[config.mk]
export PLATFORM = sky130hd
export DESIGN_NAME = fifo_txuart
export DESIGN_NICKNAME = d
export VERILOG_FILES = /design/src/rtl/fifo_txuart.sv
export SDC_FILE = /design/constraint.sdc
export NUM_CORES = 1
export LEC_CHECK = 0
export BUFFER_PORTS_ARGS = -buffer_cell sky130_fd_sc_hd__clkbuf_2
export CAP_MARGIN = 20
export CORE_MARGIN = 4
export CORE_UTILIZATION = 60
export DETAILED_ROUTE_END_ITERATION = 8
export GPL_TIMING_DRIVEN = 0
export PLACE_DENSITY = 0.79
export SYNTH_ARGS = -nofsm -noshare
export SYNTH_HDL_FRONTEND = slang
export SYNTH_SLANG_ARGS = --single-unit
[constraint.sdc]
create_clock -name i_clk -period 3.14 [get_ports i_clk]
set_input_delay 0.157 -clock i_clk [delete_from_list [all_inputs] [get_ports i_clk]]
set_output_delay 0.157 -clock i_clk [all_outputs]
set_load 0.02 [all_outputs]
[src/rtl/fifo_txuart.sv]
// fifo_txuart: drains ufifo bytes as 8N1 UART frames, with CTS flow control and line break.
// Revision 1.0
`default_nettype none

module fifo_txuart #(
  parameter logic [23:0] CLOCKS_PER_BAUD = 24'd868
) (
  input  logic       i_clk,
  input  logic       i_rst,
  input  logic       i_empty_n,
  input  logic [7:0] i_data,
  output logic       o_rd,
  input  logic       i_cts_n,
  input  logic       i_break,
  output logic       o_uart_tx,
  output logic       o_busy
);

  typedef enum logic [2:0] {
    S_IDLE  = 3'd0,
    S_START = 3'd1,
    S_DATA  = 3'd2,
    S_STOP  = 3'd3,
    S_BREAK = 3'd4
  } state_t;

  localparam logic [23:0] C_BAUD_RELOAD = CLOCKS_PER_BAUD - 24'd1;

  state_t      state_q, state_d;
  logic [23:0] baud_q, baud_d;
  logic [2:0]  bit_q, bit_d;
  logic [7:0]  shift_q, shift_d;
  logic        tx_q, tx_d;
  logic        baud_done_w;

  assign baud_done_w = (baud_q == 24'd0);

  // Pop is suppressed during reset so an abandoned frame never costs a byte.
  assign o_rd      = ~i_rst & (state_q == S_IDLE) & i_empty_n & ~i_cts_n & ~i_break;
  assign o_busy    = (state_q != S_IDLE);
  assign o_uart_tx = tx_q;

  always_ff @(posedge i_clk or posedge i_rst) begin
    if (i_rst) begin
      state_q <= S_IDLE;
      baud_q  <= 24'd0;
      bit_q   <= 3'd0;
      shift_q <= 8'd0;
      tx_q    <= 1'b1;
    end else begin
      state_q <= state_d;
      baud_q  <= baud_d;
      bit_q   <= bit_d;
      shift_q <= shift_d;
      tx_q    <= tx_d;
    end
  end

  always_comb begin
    state_d = state_q;
    baud_d  = baud_q;
    bit_d   = bit_q;
    shift_d = shift_q;
    tx_d    = tx_q;

    case (state_q)
      S_IDLE: begin
        tx_d = 1'b1;
        if (i_break) begin
          state_d = S_BREAK;
          tx_d    = 1'b0;
          baud_d  = C_BAUD_RELOAD;
        end else if (o_rd) begin
          state_d = S_START;
          shift_d = i_data;
          bit_d   = 3'd0;
          tx_d    = 1'b0;
          baud_d  = C_BAUD_RELOAD;
        end
      end

      S_START: begin
        if (baud_done_w) begin
          state_d = S_DATA;
          tx_d    = shift_q[0];
          baud_d  = C_BAUD_RELOAD;
        end else begin
          baud_d = baud_q - 24'd1;
        end
      end

      S_DATA: begin
        if (baud_done_w) begin
          shift_d = shift_q >> 1;
          bit_d   = bit_q + 3'd1;
          baud_d  = C_BAUD_RELOAD;
          if (bit_q == 3'd7) begin
            state_d = S_STOP;
            tx_d    = 1'b1;
          end else begin
            tx_d = shift_q[1];
          end
        end else begin
          baud_d = baud_q - 24'd1;
        end
      end

      S_STOP: begin
        if (baud_done_w) begin
          state_d = S_IDLE;
        end else begin
          baud_d = baud_q - 24'd1;
        end
      end

      S_BREAK: begin
        // tx_q doubles as the "in mark recovery" flag: low while breaking, high while recovering.
        if (i_break) begin
          tx_d   = 1'b0;
          baud_d = C_BAUD_RELOAD;
        end else if (!tx_q) begin
          tx_d   = 1'b1;
          baud_d = C_BAUD_RELOAD;
        end else if (baud_done_w) begin
          state_d = S_IDLE;
        end else begin
          baud_d = baud_q - 24'd1;
        end
      end

      default: begin
        state_d = S_IDLE;
        tx_d    = 1'b1;
        baud_d  = 24'd0;
      end
    endcase
  end

endmodule

`default_nettype wire

# Word-level counts from Yosys, hierarchy flattened
# Cells that the tools add are included.
# totals
latchBits	0
ramBits	0
n_memories	0
rom_bits	0
inputBits	13
out_inout_bits	3
wordCells	67
regBits	39
# classes
bitwise_logic	8
mul	0
order_cmp	0
div_mod_pow	0
muxes	31
n_addsub	2
n_eq_ne	13
shift	0
reduce_logical	8
# op_table
operator	n
2-to-1 mux 24 bit	6
case mux 24 bit (4 select lines)	1
2-to-1 mux 3 bit	11
logical NOT 24 bit	1
2-to-1 mux 8 bit	3
subtractor 24 x 1 -> 24 bit, second input constant	1
case mux 8 bit (2 select lines)	1
case mux 3 bit (5 select lines)	1
inequality test 2 bit, second input constant	7
== test 3 x 2 -> 1 bit, second input constant	2
== test 3 bit, second input constant	2
2-to-1 mux 1 bit	6
case mux 3 bit (2 select lines)	1
AND reduction 6 bit	1
case mux 1 bit (5 select lines)	1
AND 1 bit	4
inverter 1 bit	4
AND reduction 4 bit	1
adder 3 x 1 -> 3 bit, second input constant	1
== test 3 x 1 -> 1 bit, second input constant	1
logical NOT 3 bit	1
inequality test 3 bit, second input constant	1
AND reduction 3 bit	1
nonzero test 3 bit	1
other kinds (2)	2

# Longest topological paths before layout
# logic_depth
ltp_word	8
ltp_mapped	11
depth_no_buf	10

# Worst setup path after synthesis
# OpenSTA, ideal clock, no wires.
# synth_timing
path_kind	register to register
startpoint	reg baud_q[0]
endpoint	reg baud_q[0]
required_time_ps	3063
slack_ps	422
t_arrival_ps	2640
path_stages_with_launch	12
path_buffers	1
synth_period_minus_slack_ps	2718
setup_time_ps	77
cell_sequence	dfrtp_1 inv_1 ha_1 nor3b_1 nand3_1 nor3_4 inv_2 buf_6 ha_1 maj3_1 o21a_1 a21oi_1
# synth_via
elab_chain_cells	5
elab_cells_between_ends	7
classes_between	add/sub: 1; mux: 5; reduce/logical: 1
# synth_rtl
element	line_no	text
from (decl)	30	logic [23:0] baud_q, baud_d;
from (signal assigned)	52	baud_q <= baud_d;
subtractor 24 x 1 -> 24 bit or logical NOT 24 bit (tied branches)	--	
2-to-1 mux 24 bit	109, 124	
2-to-1 mux 24 bit	121	end else if (!tx_q) begin
2-to-1 mux 24 bit	118	if (i_break) begin
case mux 24 bit (4 select lines) *	66	case (state_q)
# Every way passes the cells marked *; elsewhere a longest branch is shown, timed or not.
# A chain may end at the register's enable or synchronous reset.

# Worst setup path in the final report
# Ends and elaborated chain as after synthesis.

==> impl_metrics.json <==
{
  "status": "finished clean",
  "antenna_found_initial": 0,
  "synth_largest_area_cell": "dfrtp_1",
  "fin_hold_ws_ps": 26.4,
  "synth_commonest_cells": "38 x dfrtp_1, 35 x nand2_1, 34 x o21ai_0",
  "crit_path_frequent_cell": "ha_1",
  "synth.top_cells.by_area": "dfrtp_1 38%, o21ai_0 6.8%, nand2_1 5.2%",
  "insertion_delay_ps": 300,
  "port-buffer-count": 15,
  "p_leak_nw": 1.19,
  "cts_buffers": 5,
  "ys_ff_latch": 39,
  "ys_types": 59,
  "maxCapViolCount": 0,
  "ctsHoldBuffers": 0,
  "grt_max_degree": 40,
  "final_cells": 366,
  "cts_root_buf": "clkbuf_8",
  "critical_path_class": "register to register",
  "grt_pass1_vias": 2246,
  "ir_drop_mv": 0.478,
  "endpoint_kind": "register",
  "grt-ovfl-total": 0,
  "worstPathCellList": "inv_1 > ha_1 > nor3b_2 > nand3_1 > nor3_4 > inv_2 > buf_6 > ha_1 > maj3_1 > o21a_1 > a21oi_1",
  "n_antenna_cell": 0,
  "layout.nets": 333,
  "setup_viol": 0,
  "multiInputGateArea_mm2": 0.00143,
  "wl_per_cell_um": 16.2,
  "yosys.area.top_type_share": 0.379,
  "slowest_delay_ps": 420,
  "floorplan.initialDensity": 0.622,
  "crit_path_top_delay_cell": "dfrtp_1",
  "drt_first_pass_iters": 4,
  "yosysWarnings": 0,
  "cts_buffer_depth": 2,
  "worstPathRequired_ps": 3370,
  "start_kind": "register",
  "fin_crit_ps": 2910,
  "critPathTopFamily": "simple AND/OR/NAND/NOR gates",
  "synth.most_common_cell": "dfrtp_1",
  "fin_skew_ps": 8.12,
  "fmaxAchievable_mhz": 343,
  "syn_area_per_cell_um2": 8.58,
  "grt_pass1_wl_um": 10400,
  "grt_usage": 0.248,
  "finalHoldViolCount": 0,
  "worstMarginPinSlew_ps": 831,
  "max-slew-margin-rel": 0.445,
  "ant_nets": 0,
  "h-tree-depth": 2,
  "synth_area_mm2": 0.00251,
  "place_area_mm2": 0.00264,
  "crit_buf_inv": 3,
  "die_w_um": 72.6,
  "drive_gt1_frac": 0.127,
  "die_y_um": 72.6,
  "ys_async_sr_fraction": 1.00,
  "fp-row-count": 23,
  "worst_hold_path_type": "input port to async pin",
  "fin_crit_sh": 0.928,
  "synth_seq_area_share": 0.390,
  "cts.sinks": 39,
  "nFillCells": 362,
  "dieArea_mm2": 0.00528,
  "gp_congestion": 0.935,
  "synth_cells": 292,
  "ioPinCount": 16,
  "hpwl_um": 4190,
  "wirelength_um": 5940,
  "synth_nets": 309,
  "clk_pin_slew_ps": 80,
  "ys.flop_type": "dfrtp_1",
  "synth_enable_flop_cells": 0,
  "arrival_ps": 3140,
  "dp.cells": 357,
  "vias_per_cell": 6.43,
  "path_max_fanout": 10,
  "finalPower_mw": 2.07,
  "vias": 2355,
  "fin_util": 0.687,
  "slew_violations": 0,
  "area_delta_synth_final_pct": 10.4,
  "reg2reg_setup_slack_ps": 230,
  "rsz0062_at_grt": "no",
  "power.density_mw_per_mm2": 747,
  "cts_tree": "done",
  "core_mm2": 0.00403,
  "seqCellArea_um2": 977,
  "design_area_mm2": 0.00277,
  "initialDrtViolationCount": 217,
  "drc": 0
}
-- power by group --
group	switching, mW	internal (mW)	leakage (nW)
Sequential	0.111	0.639	0.504
Combinational	0.547	0.355	0.637
Clock	0.181	0.233	0.0513
-- kinds of logic after synthesis --
group	count (synthesis)	synth area share
fa+ha+maj	7	0.0320
compound gates	99	0.260
flops	39	0.390
simple gates	107	0.215
mux	10	0.0424
buf+inv	24	0.0399
xor+xnor	6	0.0210
-- worst paths after layout --
path | cells past startpoint | startpoint | end
worst min-delay path | 2 | i_rst | state_q[0]
worst min register to register | 2 | shift_q[0] | shift_q[0]
worst max register to register | 11 | baud_q[0] | baud_q[0]
worst max-delay path | 11 | baud_q[0] | baud_q[0]
max in group asynchronous | 2 | i_rst | baud_q[18]
min in group i_clk | 2 | i_data[7] | shift_q[7]
-- stage by stage --
step | setup WS (ps) | TNS (ps)
after floorplan | 422 | 0
after global placement | -77.3 | -77.3
after detailed placement | -84.5 | -84.5
after CTS | 169 | 0
after global routing | 29.8 | 0
final | 226 | 0
-- cells in the final DEF (no fill, tap or decap), drive strengths merged, types with 2 or more instances in the layout --
cell type,Yosys,routed
a21oi,16,16
a31oi,20,20
a41oi,2,2
and3,3,3
buf,4,6
clkbuf,11,32
dfrtp,38,38
ha,4,4
inv,9,9
maj3,3,3
mux2,2,2
mux2i,8,8
nand2,35,35
nand2b,5,5
nand3,12,12
nand3b,4,4
nor2,18,18
nor3,11,11
nor3b,3,3
nor4,2,2
o21a,2,2
o21ai,35,35
o31a,2,2
o31ai,4,4
o41ai,2,2
or3,7,7
or4,3,3
xnor2,2,2
xor2,4,4
-- state kept, by name (all words and copies together), names as in the netlist --
register,flops
bit_q,3
shift_q,8
o_uart_tx,1
baud_q,24
state_q,3
-- per-layer routing --
| layer | GRT usage | routed length (um) | vias up |
|---|---|---|---|
| met2 | 0.383 | 2650 | 89 |
| met1 | 0.348 | 2800 | 1105 |
| met3 | 0.0523 | 362 | 14 |
| li1 | - | - | 1147 |
| met4 | 0.0799 | 123 | 0 |
| met5 | 0 | 0 | - |
-- layout make-up --
| class | instances | area share |
|---|---|---|
| tap | 50 | 0.0226 |
| buffer | 15 | 0.0240 |
| timing repair buffer | 17 | 0.0326 |
| inverter | 9 | 0.0122 |
| multi-input combinational | 229 | 0.518 |
| clock inverter | 1 | 0.0109 |
| clock buffer | 6 | 0.0262 |
| sequential | 39 | 0.353 |
-- repair_timing --
item                       4_1_cts  5_1_grt
setup endpoints to repair        1        1
buffers inserted                 0        2
pin swaps                        0        1
resized for setup                1        0
No activity file was read; power rests on OpenSTA's default activity.
